--- config.mk ---
export PLATFORM = sky130hd
export DESIGN_NAME = mux2_arbiter
export DESIGN_NICKNAME = d
export VERILOG_FILES = /design/src/rtl/mux2_arb_pkg.sv /design/src/rtl/mux2.sv /design/src/rtl/mux2_arbiter.sv
export SDC_FILE = /design/constraint.sdc
export NUM_CORES = 1
export LEC_CHECK = 0
export BUFFER_PORTS_ARGS = -buffer_cell sky130_fd_sc_hd__buf_4
export CAP_MARGIN = 20
export CELL_PAD_IN_SITES_DETAIL_PLACEMENT = 1
export CELL_PAD_IN_SITES_GLOBAL_PLACEMENT = 2
export CORE_AREA = 2 2 78 80
export CTS_CLUSTER_SIZE = 30
export DETAILED_ROUTE_END_ITERATION = 10
export DIE_AREA = 0 0 80 82
export PLACE_DENSITY = 0.8
export RECOVER_POWER = 100
export SYNTH_ARGS = -nofsm -noshare
export SYNTH_HDL_FRONTEND = slang
export SYNTH_SLANG_ARGS = --single-unit
--- constraint.sdc ---
create_clock -name clk -period 1.5 [get_ports clk]
set_input_delay 0.075 -clock clk [delete_from_list [all_inputs] [get_ports clk]]
set_output_delay 0.075 -clock clk [all_outputs]
set_load 0.05 [all_outputs]
--- src/rtl/mux2_arb_pkg.sv ---
// ----------------------------------------------------------------------------
// mux2_arb_pkg
// Shared types and constants for the two-source packet arbiter:
//   arb_state_e : arbiter FSM states (IDLE, GNT_A, GNT_B)
//   PRIO_A/B    : round-robin priority encodings
//   CNT_W       : width of the per-source packet counters
//   owner_of()  : one-hot {B,A} grant decode from the FSM state
// ----------------------------------------------------------------------------
package mux2_arb_pkg;

    localparam int unsigned CNT_W = 8;

    localparam logic PRIO_A = 1'b0;
    localparam logic PRIO_B = 1'b1;

    typedef enum logic [1:0] {
        IDLE  = 2'd0,
        GNT_A = 2'd1,
        GNT_B = 2'd2
    } arb_state_e;

    // One-hot {B,A} view of the current grant; 00 while idle.
    function automatic logic [1:0] owner_of(input arb_state_e s);
        logic [1:0] o;
        o = 2'b00;
        case (s)
            GNT_A:   o = 2'b01;
            GNT_B:   o = 2'b10;
            default: o = 2'b00;
        endcase
        return o;
    endfunction

endpackage : mux2_arb_pkg

--- src/rtl/mux2.sv ---
// ----------------------------------------------------------------------------
// mux2
// Two-input datapath multiplexer with enable.
//   sel_i : 0 selects a_i, 1 selects b_i
//   en_i  : when low the output is forced to zero
//   a_i   : input 0 (W bits)
//   b_i   : input 1 (W bits)
//   y_o   : selected value (W bits), combinational
// ----------------------------------------------------------------------------
module mux2 #(
    parameter int unsigned W = 1
) (
    input  logic         sel_i,
    input  logic         en_i,
    input  logic [W-1:0] a_i,
    input  logic [W-1:0] b_i,
    output logic [W-1:0] y_o
);

    // Gated select: an idle arbiter presents all-zero to the output stage.
    always_comb begin
        y_o = '0;
        if (en_i) begin
            y_o = sel_i ? b_i : a_i;
        end
    end

endmodule : mux2

--- src/rtl/mux2_arbiter.sv ---
// ----------------------------------------------------------------------------
// mux2_arbiter
// Shares one N-bit channel between packet sources A and B. The grant is held
// for a whole packet (until a last beat) and priority rotates round-robin
// between packets. Selected beats are captured into a one-entry output stage.
//
// Ports:
//   clk, rst_n                 clock (rising edge), async active-low reset
//   a_valid/a_data/a_last      source A beat
//   a_ready                    source A beat accepted this cycle
//   b_valid/b_data/b_last      source B beat
//   b_ready                    source B beat accepted this cycle
//   out_valid/out_data/out_last registered output beat
//   out_ready                  consumer accepts output beat
//   owner                      one-hot {B,A} current grant, 00 when idle
//   pkt_cnt_a, pkt_cnt_b       completed packets per source, wrapping
// ----------------------------------------------------------------------------
module mux2_arbiter
    import mux2_arb_pkg::*;
#(
    parameter int unsigned N = 8
) (
    input  logic             clk,
    input  logic             rst_n,

    input  logic             a_valid,
    input  logic [N-1:0]     a_data,
    input  logic             a_last,
    output logic             a_ready,

    input  logic             b_valid,
    input  logic [N-1:0]     b_data,
    input  logic             b_last,
    output logic             b_ready,

    output logic             out_valid,
    output logic [N-1:0]     out_data,
    output logic             out_last,
    input  logic             out_ready,

    output logic [1:0]       owner,
    output logic [CNT_W-1:0] pkt_cnt_a,
    output logic [CNT_W-1:0] pkt_cnt_b
);

    arb_state_e          state_q, state_d;
    logic                prio_q, prio_d;
    logic                out_valid_q, out_valid_d;
    logic [N-1:0]        out_data_q, out_data_d;
    logic                out_last_q, out_last_d;
    logic [CNT_W-1:0]    cnt_a_q, cnt_a_d;
    logic [CNT_W-1:0]    cnt_b_q, cnt_b_d;

    logic                load_c;
    logic                beat_c;
    logic                mux_sel_c;
    logic                mux_en_c;
    logic [N:0]          mux_y_c;

    // Output stage can take a new beat when empty or draining this cycle.
    assign load_c    = !out_valid_q || out_ready;

    assign mux_sel_c = (state_q == GNT_B);
    assign mux_en_c  = (state_q != IDLE);

    // Datapath select of {last, data} from the granted source.
    mux2 #(
        .W (N + 1)
    ) u_mux2 (
        .sel_i (mux_sel_c),
        .en_i  (mux_en_c),
        .a_i   ({a_last, a_data}),
        .b_i   ({b_last, b_data}),
        .y_o   (mux_y_c)
    );

    // Next-state, handshake and output-stage logic.
    always_comb begin
        state_d     = state_q;
        prio_d      = prio_q;
        cnt_a_d     = cnt_a_q;
        cnt_b_d     = cnt_b_q;
        out_valid_d = out_valid_q;
        out_data_d  = out_data_q;
        out_last_d  = out_last_q;
        a_ready     = 1'b0;
        b_ready     = 1'b0;
        beat_c      = 1'b0;

        case (state_q)
            IDLE: begin
                if (a_valid && (!b_valid || (prio_q == PRIO_A))) begin
                    state_d = GNT_A;
                end else if (b_valid) begin
                    state_d = GNT_B;
                end
            end

            GNT_A: begin
                a_ready = load_c;
                if (a_valid && load_c) begin
                    beat_c = 1'b1;
                    if (a_last) begin
                        state_d = IDLE;
                        prio_d  = PRIO_B;
                        cnt_a_d = cnt_a_q + CNT_W'(1);
                    end
                end
            end

            GNT_B: begin
                b_ready = load_c;
                if (b_valid && load_c) begin
                    beat_c = 1'b1;
                    if (b_last) begin
                        state_d = IDLE;
                        prio_d  = PRIO_A;
                        cnt_b_d = cnt_b_q + CNT_W'(1);
                    end
                end
            end

            default: begin
                state_d = IDLE;
            end
        endcase

        // A captured beat overrides the drain; data/last hold when draining.
        if (beat_c) begin
            out_valid_d = 1'b1;
            out_data_d  = mux_y_c[N-1:0];
            out_last_d  = mux_y_c[N];
        end else if (out_ready) begin
            out_valid_d = 1'b0;
        end
    end

    // State, priority, output stage and counters.
    always_ff @(posedge clk or negedge rst_n) begin
        if (!rst_n) begin
            state_q     <= IDLE;
            prio_q      <= PRIO_A;
            out_valid_q <= 1'b0;
            out_data_q  <= '0;
            out_last_q  <= 1'b0;
            cnt_a_q     <= '0;
            cnt_b_q     <= '0;
        end else begin
            state_q     <= state_d;
            prio_q      <= prio_d;
            out_valid_q <= out_valid_d;
            out_data_q  <= out_data_d;
            out_last_q  <= out_last_d;
            cnt_a_q     <= cnt_a_d;
            cnt_b_q     <= cnt_b_d;
        end
    end

    assign owner     = owner_of(state_q);
    assign out_valid = out_valid_q;
    assign out_data  = out_data_q;
    assign out_last  = out_last_q;
    assign pkt_cnt_a = cnt_a_q;
    assign pkt_cnt_b = cnt_b_q;

endmodule : mux2_arbiter
# After elaboration in Yosys (flattened, before gate mapping)
# Cells that the tools add are included.
classes:
  eq_ne: 7
  reduce_logical: 15
  bitwise_logic: 1
  add_sub_neg: 2
  n_mux: 22
ops:
  columns: ["operator", "n"]
  rows:
  - ["two-way mux 9 bit", 2]
  - ["adder 8 x 1 -> 8 bit (second input constant)", 2]
  - ["two-way mux 2 bit", 6]
  - ["two-way mux 1 bit", 10]
  - ["AND reduction 5 bit", 2]
  - ["!= test 2 bit (second input constant)", 4]
  - ["one-hot mux 2 bit (3 select lines)", 1]
  - ["AND reduction 3 bit", 2]
  - ["nonzero test 2 bit", 3]
  - ["one-hot mux 1 bit (2 select lines)", 2]
  - ["one-hot mux 2 bit (2 select lines)", 1]
  - ["logical AND 1 bit", 3]
  - ["!= test 3 bit (second input constant)", 1]
  - ["equality test 2 x 1 -> 1 bit (second input constant)", 1]
  - ["equality test 2 bit (second input constant)", 1]
  - ["logical NOT 1 bit", 2]
  - ["logical NOT 2 bit", 1]
  - ["logical OR 1 bit", 2]
  - ["NOT 1 bit", 1]
totals:
  word_cells: 54
  regBits: 29
  input_bits: 23

# Depth between registers and ports, before layout
# Gate-level depths: netlist of run 1.
depth:
  depth_word: 6
  depth_mapped: 7

# Hierarchy
# From an unflattened synthesis of run 1, not the netlist that was laid out.
unflattened:
  hier_cells: 126
  area_unflattened_um2: 1542.7
modules_own_cells:
  columns: ["module", "instances", "area_per_inst_um2", "cells_each"]
  rows:
  - ["mux2_arbiter", 1, 1385.1, 107]
  - ["mux2", 1, 157.7, 19]

# Worst setup path before layout of run 1
# Ideal clock, no wire load.
synth_timing:
  path_type: "reg-to-reg"
  startpoint: "register state_q[0]"
  endpoint: "register state_q[1]"
  synth_period_minus_slack_ns: 1.927
  arrival_ns: 1.805
  slack_ns: -0.427
  n_path_buf: 1
  stages_incl_launch_ff: 7
  required_ns: 1.378
  path_cell_list: "dfrtp_1 > inv_1 > ha_1 > buf_2 > a221oi_2 > and2_1 > a32o_1"
synth_between:
  elab_chain_cells: 3
synth_rtl:
  columns: ["item", "line_no", "source"]
  rows:
  - ["start: declaration", "mux2_arbiter.sv:46", "arb_state_e state_q, state_d;"]
  - ["start signal: assignment", "mux2_arbiter.sv:149", "state_q <= state_d;"]
  - ["equality test 2 bit, or another cell as far along", "mux2_arbiter.sv:90", "case (state_q)"]
  - ["!= test 2 bit (no source line) or != test 3 bit (tied branches)", null, null]
  - ["AND reduction 5 bit (no source line)", null, null]
# Parallel ways exist; a longest one is shown, timed or not.
# A chain may end at the register's enable or synchronous reset.

# Worst setup path after layout of run 1
layout_timing:
  startpoint: "register state_q[1]"
  endpoint: "register state_q[1]"
# The elaborated chain is that of the path after synthesis.

==> results.json, run 1 <==
{
  "outcome": "complete, but fails checks",
  "violations": "setup timing",
  "ys_warn_count": 0,
  "syn-instance-count": 134,
  "grt_util_met1_pct": 14.5,
  "worst_slew_pin_slew_ps": 717,
  "synth_top_area_share_pct": 48.5,
  "nFillCells": 665,
  "synth_area_leaders": "dfrtp_1 (48%), mux2i_1 (6.0%), ha_1 (5.8%)",
  "hold_depth": 3,
  "cp_max_fo": 4,
  "drv_slew": 0,
  "ant_nets": 0,
  "peakVddDrop_v": 0.000927,
  "end_kind": "flop",
  "timing.fmax_ghz": 0.662,
  "cts_tree": "done",
  "die_x_um": 80,
  "cp_data_required_time_ps": 1650,
  "layout_common_cells": "buf_4 (36), clkbuf_1 (27), dfrtp_1 (27)",
  "synth-async-reset-ratio_pct": 100,
  "totalNegativeSetupSlack_ps": -12.6,
  "r2r_cells": 5,
  "min_to": "out_data[7]",
  "layout.nets": 238,
  "wire_per_inst_um": 14.3,
  "fin_ws_ps": -9.76,
  "final_common_cell": "buf_4",
  "setup_viol": 2,
  "cts-buffers-inserted": 5,
  "holdCritPathClass": "in -> reg",
  "die_h_um": 82,
  "placementRows": 28,
  "grt_max_degree": 30,
  "finalClockSkew_ps": 5.84,
  "start_kind": "flop",
  "synth.distinct_cells": 32,
  "io_buffers": 52,
  "n_antenna_cell": 0,
  "clk_path_buf_depth": 2,
  "via_per_inst": 4.52,
  "fin_crit_ps": 1510,
  "dpl.cell_count": 268,
  "start_util_pct": 26.1,
  "clkSlewWorstSetupHoldPaths_ps": 60,
  "core_area_mm2": 0.00575,
  "yosys_register_bits": 29,
  "clock-sinks": 29,
  "synth_fp_nets": 164,
  "dp_slack_ps": -99.1,
  "synthFlopType": "dfrtp_1",
  "synth-edff-count": 0,
  "antenna_found_initial": 0,
  "die_area_mm2": 0.00656,
  "cts_max_level": 2,
  "synth_area_mm2": 0.00150,
  "p_total_mw": 4.37,
  "grtUsageMet3_pct": 4.07,
  "cts_root_buffer": "clkbuf_8",
  "critical_path_arrival_ps": 1660,
  "crit_type": "reg -> reg",
  "final_hold_viol_count": 0,
  "rsz0062_at_grt": "yes",
  "power.density_mw_per_mm2": 1920,
  "worstReg2RegStart": "state_q[1]",
  "seq_area_frac_synth_pct": 48.5,
  "area_growth_pct": 52.3,
  "avgSynthCellArea_um2": 11.2,
  "drtIter0Drc": 18,
  "drc": 0,
  "io_pins": 53,
  "yosysTopAreaCell": "dfrtp_1",
  "slew_headroom_pct": 52.2,
  "r2r_end": "state_q[1]",
  "drv_cap": 0,
  "dp_hpwl_mm": 2.87,
  "period_share_pct": 101,
  "met2_usage_pct": 22.8,
  "dr.pass1.iters": 3,
  "overflow": 0,
  "dr_total_vias": 1285,
  "p_leak_nw": 1.04,
  "min_from": "a_data[7]",
  "clock_latency_ps": 270,
  "grt_pass1_vias": 1322,
  "grt_pass1_wl_mm": 6.32,
  "wl_mm": 4.06,
  "grt_use_total_pct": 12.6,
  "worst_hold_slack_ps": 145,
  "gp_congestion": 0.819,
  "top_usage_layer": "met2",
  "r2r_slack_ps": -10,
  "final_cells": 284,
  "final_layout_size_suffix_gt1_share_pct": 39.2
}
## cell families (layout without fill, tap and decap cells)
family                     after synthesis  count (layout)  share of synthesized area (%)
xor gates and xnor gates                14              14                           8.19
and+or+nand+nor                         49              50                           18.9
buffers and inverters                    7              81                           2.34
DFF                                     29              29                           48.5
AOI/OAI and AO/OA                       18              18                           9.52
adders and majority gates                7               7                           5.85
muxes                                   10              10                           6.77
## worst max path at each step
stage,startpoint,end,slack [ps]
after global routing,state_q[1],state_q[1],-70
final,state_q[1],state_q[1],-10
after floorplan,state_q[0],state_q[1],-20
after CTS,state_q[0],pkt_cnt_b[6],2
after detailed placement,state_q[1],out_data[3],-100
after global placement,state_q[0],out_data[3],-30
## metal layers
metal	wire length [um]	part of all wire [%]	vias up
met5	0	0	-
met4	19	0.47	0
met3	227	5.6	2
met2	2110	52	38
met1	1700	42	627
li1	-	-	618
## layout make-up
class / instances / area (um2) / area share, %
multi-input cells: 99 / 888 / 38.9
clock buffers: 7 / 86.3 / 3.78
flip-flops and latches: 29 / 728 / 31.9
inverters: 4 / 15.0 / 0.658
repair buffers: 69 / 439 / 19.3
well taps: 75 / 93.8 / 4.11
clock inverters: 1 / 30.0 / 1.32
## stage by stage
step | cell area (um2) | utilization (%)
floorplan | 1540 | -
global placement | 2070 | 36.0
detailed placement | 2070 | 36.0
CTS | 2280 | 39.6
global route | 2280 | 39.7
finish | 2280 | 39.7
## flip-flops by register name, indices dropped and copies added (netlist names)
signal	count
out_data	8
pkt_cnt_a	8
pkt_cnt_b	8
state_q	2
out_last	1
out_valid	1
prio_q	1
## worst max-delay path, stage by stage (launching register included)
cell and delay (ps):
dfrtp_2 460, ha_4 210, nor2b_4 130, a221oi_4 230
nand3_2 130, a32o_1 230
## synthesized netlist by cell type, types with 2 or more instances
cell	n
a22o_1	2
nand2_1	20
nand4_1	4
a21oi_1	3
ha_1	7
nor2_1	3
inv_1	4
nor3_2	2
dfrtp_1	29
mux2i_1	9
and2_1	5
and3_1	2
xnor2_1	10
o31ai_1	8
nand3_1	6
xor2_1	4
## power by group
| group | switching [mW] | total, mW | internal, mW |
|---|---|---|---|
| clock | 0.279 | 0.819 | 0.541 |
| sequential | 0.196 | 1.20 | 1.00 |
| combinational | 1.57 | 2.36 | 0.790 |
| total | 2.04 | 4.37 | 2.33 |
## repair_timing
action / CTS / global route
hold buffers: 1 / 0
endpoints found under the hold margin: 29 / 0
resized for setup: 15 / 15
gates cloned: 1 / 0
pin swaps: 4 / 3
setup endpoints to repair: 22 / 21
buffers inserted: 2 / 4
No activity file was read; power rests on OpenSTA's default activity.
==> run 2, diff against run 1 <==
CORE_AREA = 2 2 72 74   (was 2 2 78 80)
DIE_AREA = 0 0 74 76   (was 0 0 80 82)
PLACE_DENSITY = 0.88   (was 0.8)
clock period = 2 ns   (was 1.5 ns; I/O delays follow)
==> run 2 against run 1 <==
  * The run now ends clean
  * Clock power down 24%
  * Routed wire length shrank 15%
  * Register-to-register slack improved by 240 ps
  * Cell area shrank 14%
  * Clock-buffer cell count unchanged
  * Sequential share of layout area grew 5.1 points
  * Maximum frequency fell by 15%
  * Critical path depth grew 1
  * Power shrank 34%
  * Die area down 14%
  * Clock skew grew 2.4 ps
==> results.json, run 2 (synthesized netlist as in run 1, its figures left out) <==
{
  "outcome": "complete, no violations",
  "cpLargestDelayFamily": "compound AO/OA/AOI/OAI gates",
  "area_growth_pct": 31.0,
  "ant_nets": 0,
  "cts_max_level": 2,
  "drv_cap": 0,
  "post-route-util_pct": 39.9,
  "wl_mm": 3.45,
  "power.density_mw_per_mm2": 1470,
  "totalNegativeSetupSlack_ps": 0,
  "worstReg2RegStart": "state_q[0]",
  "clock-sinks": 29,
  "cts_resized": 0,
  "clk_path_buf_depth": 2,
  "n_antenna_cell": 0,
  "dp_hpwl_mm": 2.71,
  "worst_slew_pin_slew_ps": 728,
  "r2r_end": "state_q[0]",
  "critical_path_arrival_ps": 1920,
  "layout_common_cells": "dfrtp_1 (29), clkbuf_1 (28), buf_4 (23)",
  "final_common_cell": "dfrtp_1",
  "grt_use_total_pct": 13.1,
  "dr.pass1.iters": 4,
  "r2r_cells": 6,
  "start_util_pct": 30.5,
  "antenna_found_initial": 0,
  "die_h_um": 76,
  "hold_depth": 3,
  "wire_per_inst_um": 13.1,
  "io_buffers": 52,
  "grt_max_degree": 30,
  "path_buf_inv": 1,
  "hold_buffers": 1,
  "cts_root_buffer": "clkbuf_8",
  "crit_type": "reg -> reg",
  "dpl.cell_count": 255,
  "core_area_mm2": 0.00491,
  "dpl_cell_area_mm2": 0.00197,
  "r2r_slack_ps": 230,
  "min_to": "out_data[4]",
  "grt_pass1_vias": 1244,
  "postCtsSetupRepairBufs": 0,
  "clkSlewWorstSetupHoldPaths_ps": 60,
  "multi_input_area_um2": 713,
  "min_from": "a_data[4]",
  "holdCritPathClass": "in -> reg",
  "register_area_um2": 726,
  "cts-buffers-inserted": 5,
  "cp_max_fo": 4,
  "finalClockSkew_ps": 8.19,
  "clock_latency_ps": 270,
  "final_hold_viol_count": 0,
  "cpPeakStageDelay_ps": 400,
  "die_x_um": 74,
  "peakVddDrop_v": 0.000525,
  "cp_data_required_time_ps": 2160,
  "drc": 0,
  "io_pins": 53,
  "overflow": 0,
  "setup_viol": 0,
  "nFillCells": 582,
  "timing.fmax_ghz": 0.566,
  "start_kind": "flop",
  "grt_pass1_wl_mm": 5.76,
  "die_area_mm2": 0.00562,
  "fin_crit_ps": 1770,
  "end_kind": "flop",
  "cpMaxStageDelayCell": "dfrtp_1",
  "period_share_pct": 88.4,
  "slew_headroom_pct": 51.5,
  "path_cells": "inv_1 > ha_1 > nor2b_1 > a221oi_1 > nand3_1 > a22o_1",
  "final_layout_size_suffix_gt1_share_pct": 20.6,
  "gp_congestion": 0.784,
  "placementRows": 26,
  "via_per_inst": 4.56,
  "cts_tree": "done",
  "final_cells": 264,
  "p_leak_nw": 0.888,
  "post-route-cell-area_mm2": 0.00196,
  "dr_total_vias": 1204,
  "rsz0062_at_grt": "no",
  "drtIter0Drc": 51,
  "layout.nets": 223,
  "drv_slew": 0
}
## run 2: layer usage
metal / track usage, % / wire length, um
met4: 4.91 / 34
met5: 0 / 0
met1: 17.1 / 1570
met2: 21.2 / 1670
met3: 2.65 / 178
## run 2: how the worst max path moves through the flow
stage / from / endpoint / slack [ps] / depth (start not counted)
global placement: state_q[1] / pkt_cnt_a[1] / 310 / 4
CTS: state_q[1] / pkt_cnt_a[1] / 270 / 4
floorplan: state_q[0] / state_q[1] / 70 / 6
finish: state_q[0] / state_q[0] / 230 / 6
global route: state_q[0] / state_q[0] / 130 / 6
detailed placement: state_q[1] / pkt_cnt_a[1] / 270 / 4
## run 2: layout make-up
cell class	count	share of cell area, %
well taps	70	4.46
inverters	4	0.765
clock buffers	7	4.40
flip-flops and latches	29	37.0
repair buffers	55	15.5
multi-input cells	98	36.4
clock inverters	1	1.53
## run 2: worst reg2reg max path, stage by stage (launching register included)
cell,delay (ps)
dfrtp_1,400
inv_1,100
ha_1,250
nor2b_1,140
a221oi_1,330
nand3_1,170
a22o_1,270
## run 2: stage by stage
| step | hold slack (ps) | worst slack [ps] | power, mW |
|---|---|---|---|
| 3_5_place_dp | 49.1 | 272 | 2.44 |
| 2_1_floorplan | -196 | 73.4 | 1.97 |
| 4_1_cts | 166 | 270 | 3.08 |
| 6_report | 170 | 232 | 2.88 |
| 3_3_place_gp | 46.3 | 310 | 2.42 |
| 5_1_grt | 178 | 132 | 3.05 |
## run 2: where the power goes
part | switching [mW] | total, mW | internal (mW)
combinational | 1.01 | 1.37 | 0.362
clock | 0.217 | 0.623 | 0.406
sequential | 0.136 | 0.884 | 0.748
==> run 3, diff against run 2 <==
BUFFER_PORTS_ARGS = unset   (was -buffer_cell sky130_fd_sc_hd__buf_4)
CORE_AREA = 2 2 64 66   (was 2 2 72 74)
DIE_AREA = 0 0 66 68   (was 0 0 74 76)
DONT_BUFFER_PORTS = 1   (was unset)
GPL_ROUTABILITY_DRIVEN = 1   (was unset)
PLACE_DENSITY = 0.87   (was 0.88)
SYNTH_HIERARCHICAL = 1   (was unset)
==> run 3 against run 2 <==
  * Combinational power hardly changed
  * First-iteration DRC count is 14% lower
  * Via count is 15% lower
  * Setup slack worse by 120 ps
  * Sequential share of layout area is 4.8 points higher
  * Final cell count is 27% lower
  * Clock skew is 4.5 ps lower
  * Synthesized cell count is 6.0% lower
  * Area after synthesis is 3.0% higher
  * Largest power group unchanged
==> results.json, run 3 <==
{
  "grt_pass1_vias": 1094,
  "grt_use_total_pct": 17.0,
  "yosysTopAreaCell": "dfrtp_1",
  "final_layout_size_suffix_gt1_share_pct": 17.5,
  "die_h_um": 68,
  "n_antenna_cell": 0,
  "overflow": 0,
  "dpl_cell_area_mm2": 0.00167,
  "critical_path_arrival_ps": 2040,
  "layout_common_cells": "dfrtp_1 (29), xnor2_1 (11), mux2_2 (11)",
  "cts_tree": "done",
  "gp_congestion": 0.933,
  "path_buf_inv": 2,
  "setup_viol": 0,
  "fin_ws_ps": 115,
  "outcome": "complete, no violations",
  "cts_resized": 0,
  "power.density_mw_per_mm2": 1740,
  "cts-buffers-inserted": 5,
  "r2r_cells": 6,
  "grt_max_degree": 30,
  "avgSynthCellArea_um2": 12.2,
  "synth_commonest_cells": "dfrtp_1 (29), mux2_2 (11), xnor2_1 (11), mux2i_1 (10), nor2b_1 (10)",
  "timing.fmax_ghz": 0.530,
  "wire_per_inst_um": 18.5,
  "synthAdderAreaFrac_pct": 5.68,
  "finalClockSkew_ps": 3.72,
  "cp_max_fo": 9,
  "post-route-cell-area_mm2": 0.00174,
  "fin_crit_ps": 1890,
  "cpMaxStageDelayCell": "dfrtp_1",
  "dr_total_vias": 1023,
  "holdCritPathClass": "in -> reg",
  "hold_depth": 2,
  "syn-instance-count": 126,
  "die_x_um": 66,
  "pwr-share-seq_pct": 39.7,
  "final_hold_viol_count": 0,
  "yosys_register_bits": 29,
  "period_share_pct": 94.3,
  "crit_type": "reg -> reg",
  "crit_cells": 6,
  "io_pins": 53,
  "final_common_cell": "dfrtp_1",
  "clkSlewWorstSetupHoldPaths_ps": 60,
  "cp_data_required_time_ps": 2160,
  "synth-async-reset-ratio_pct": 100,
  "path_cells": "inv_1 > ha_1 > buf_4 > mux2i_1 > nor2b_1 > mux2_2",
  "die_area_mm2": 0.00449,
  "top_usage_layer": "met2",
  "grt_pass1_wl_mm": 5.51,
  "antenna_found_initial": 0,
  "muxShareOfSynthArea_pct": 15.5,
  "synth_xor_area_share_pct": 7.95,
  "dp_slack_ps": 131,
  "totalNegativeSetupSlack_ps": 0,
  "start_kind": "flop",
  "synth.distinct_cells": 28,
  "p_total_mw": 3.03,
  "end_kind": "flop",
  "synthFlopType": "dfrtp_1",
  "io_buffers": 0,
  "yosysMostFrequentCell": "dfrtp_1",
  "clock_latency_ps": 270,
  "p_int_mw": 1.54,
  "cpPeakStageDelay_ps": 410,
  "drv_slew": 0,
  "drc": 0,
  "postCtsSetupRepairBufs": 0,
  "seq_area_frac_synth_pct": 47.0,
  "synth_compound_area_share_pct": 4.70,
  "synth_area_mm2": 0.00154,
  "drtIter0Drc": 44,
  "synth_area_leaders": "dfrtp_1 (47%), mux2_2 (8.0%), mux2i_1 (6.5%)",
  "met2_usage_pct": 30.3,
  "area_growth_pct": 12.7,
  "grt_util_met1_pct": 18.2,
  "rsz0062_at_grt": "no",
  "synthSimpleGateAreaFrac_pct": 16.7,
  "p_leak_nw": 0.796,
  "synth_fp_nets": 156,
  "comb_power_share_pct": 44.5,
  "switching_share_pct": 49.1,
  "switching_power_mw": 1.49,
  "clk_path_buf_depth": 2,
  "dr.pass1.iters": 4,
  "start_util_pct": 40.0,
  "ant_nets": 0,
  "grtUsageMet3_pct": 5.92,
  "dp_hpwl_mm": 2.77,
  "drv_cap": 0,
  "cts_root_buffer": "clkbuf_8",
  "slew_headroom_pct": 11.2,
  "worst_slew_pin_slew_ps": 1330,
  "placementRows": 23,
  "ys_warn_count": 6,
  "cpLargestDelayFamily": "multiplexers",
  "synth-edff-count": 0,
  "synth_top_area_share_pct": 47.0,
  "peakVddDrop_v": 0.000901,
  "layout.nets": 173,
  "wl_mm": 3.58,
  "synth_top_family_by_area": "simple AND/OR/NAND/NOR gates",
  "core_area_mm2": 0.00386,
  "p_clk_share_pct": 15.8,
  "clock-sinks": 29,
  "cts_max_level": 2,
  "via_per_inst": 5.30
}
-- run 3: layer usage --
metal,vias to the layer above,part of all wire [%]
met1,519,39
met5,-,0
met2,32,53
met3,5,7.3
met4,0,1.2
li1,467,-
-- run 3: power by group through the flow --
stage	logic [mW]	clock network (mW)	registers, mW
3_3_place_gp	1.34	0	1.20
2_1_floorplan	0.924	0	1.37
6_report	1.35	0.479	1.20
5_1_grt	1.46	0.513	1.22
3_5_place_dp	1.41	0	1.22
4_1_cts	1.43	0.494	1.20
-- run 3: area by class of cell --
cell class,instances,area (um2)
clock buffer,7,86.3
fill,436,2120
inverter,5,18.8
multi-input combinational,90,764
sequential,29,726
tap,50,62.6
timing repair buffer,12,80.1
-- run 3: worst paths after layout --
| check | from | end | slack, ps |
|---|---|---|---|
| worst max-delay path | state_q[0] | out_data[3] | 110 |
| worst min-delay path | out_ready | out_valid | 80 |
| worst max register to register | state_q[0] | out_data[3] | 110 |
| worst min register to register | pkt_cnt_b[4] | pkt_cnt_b[4] | 520 |
| max in group asynchronous | rst_n | pkt_cnt_a[3] | 420 |
| min in group asynchronous | rst_n | out_last | 790 |
-- run 3: logic make-up after synthesis --
kind of cell               after synthesis
muxes                                   22
AOI/OAI and AO/OA                        6
DFF                                     29
buffers and inverters                    7
and+or+nand+nor                         41
xor gates and xnor gates                14
adders and majority gates                7
-- run 3: metrics by stage --
stage	std cells	util [%]	hold slack, ps
finish	193	45.1	77.2
detailed placement	184	43.4	-195
global route	193	45.1	127
floorplan	126	-	-196
CTS	193	46.4	75.8
global placement	184	43.4	-195
-- run 3: timing repair --
action | CTS | global route
hold endpoints to repair | 29 | 0
endpoints found under the setup margin | 0 | 0
hold buffers | 2 | 0
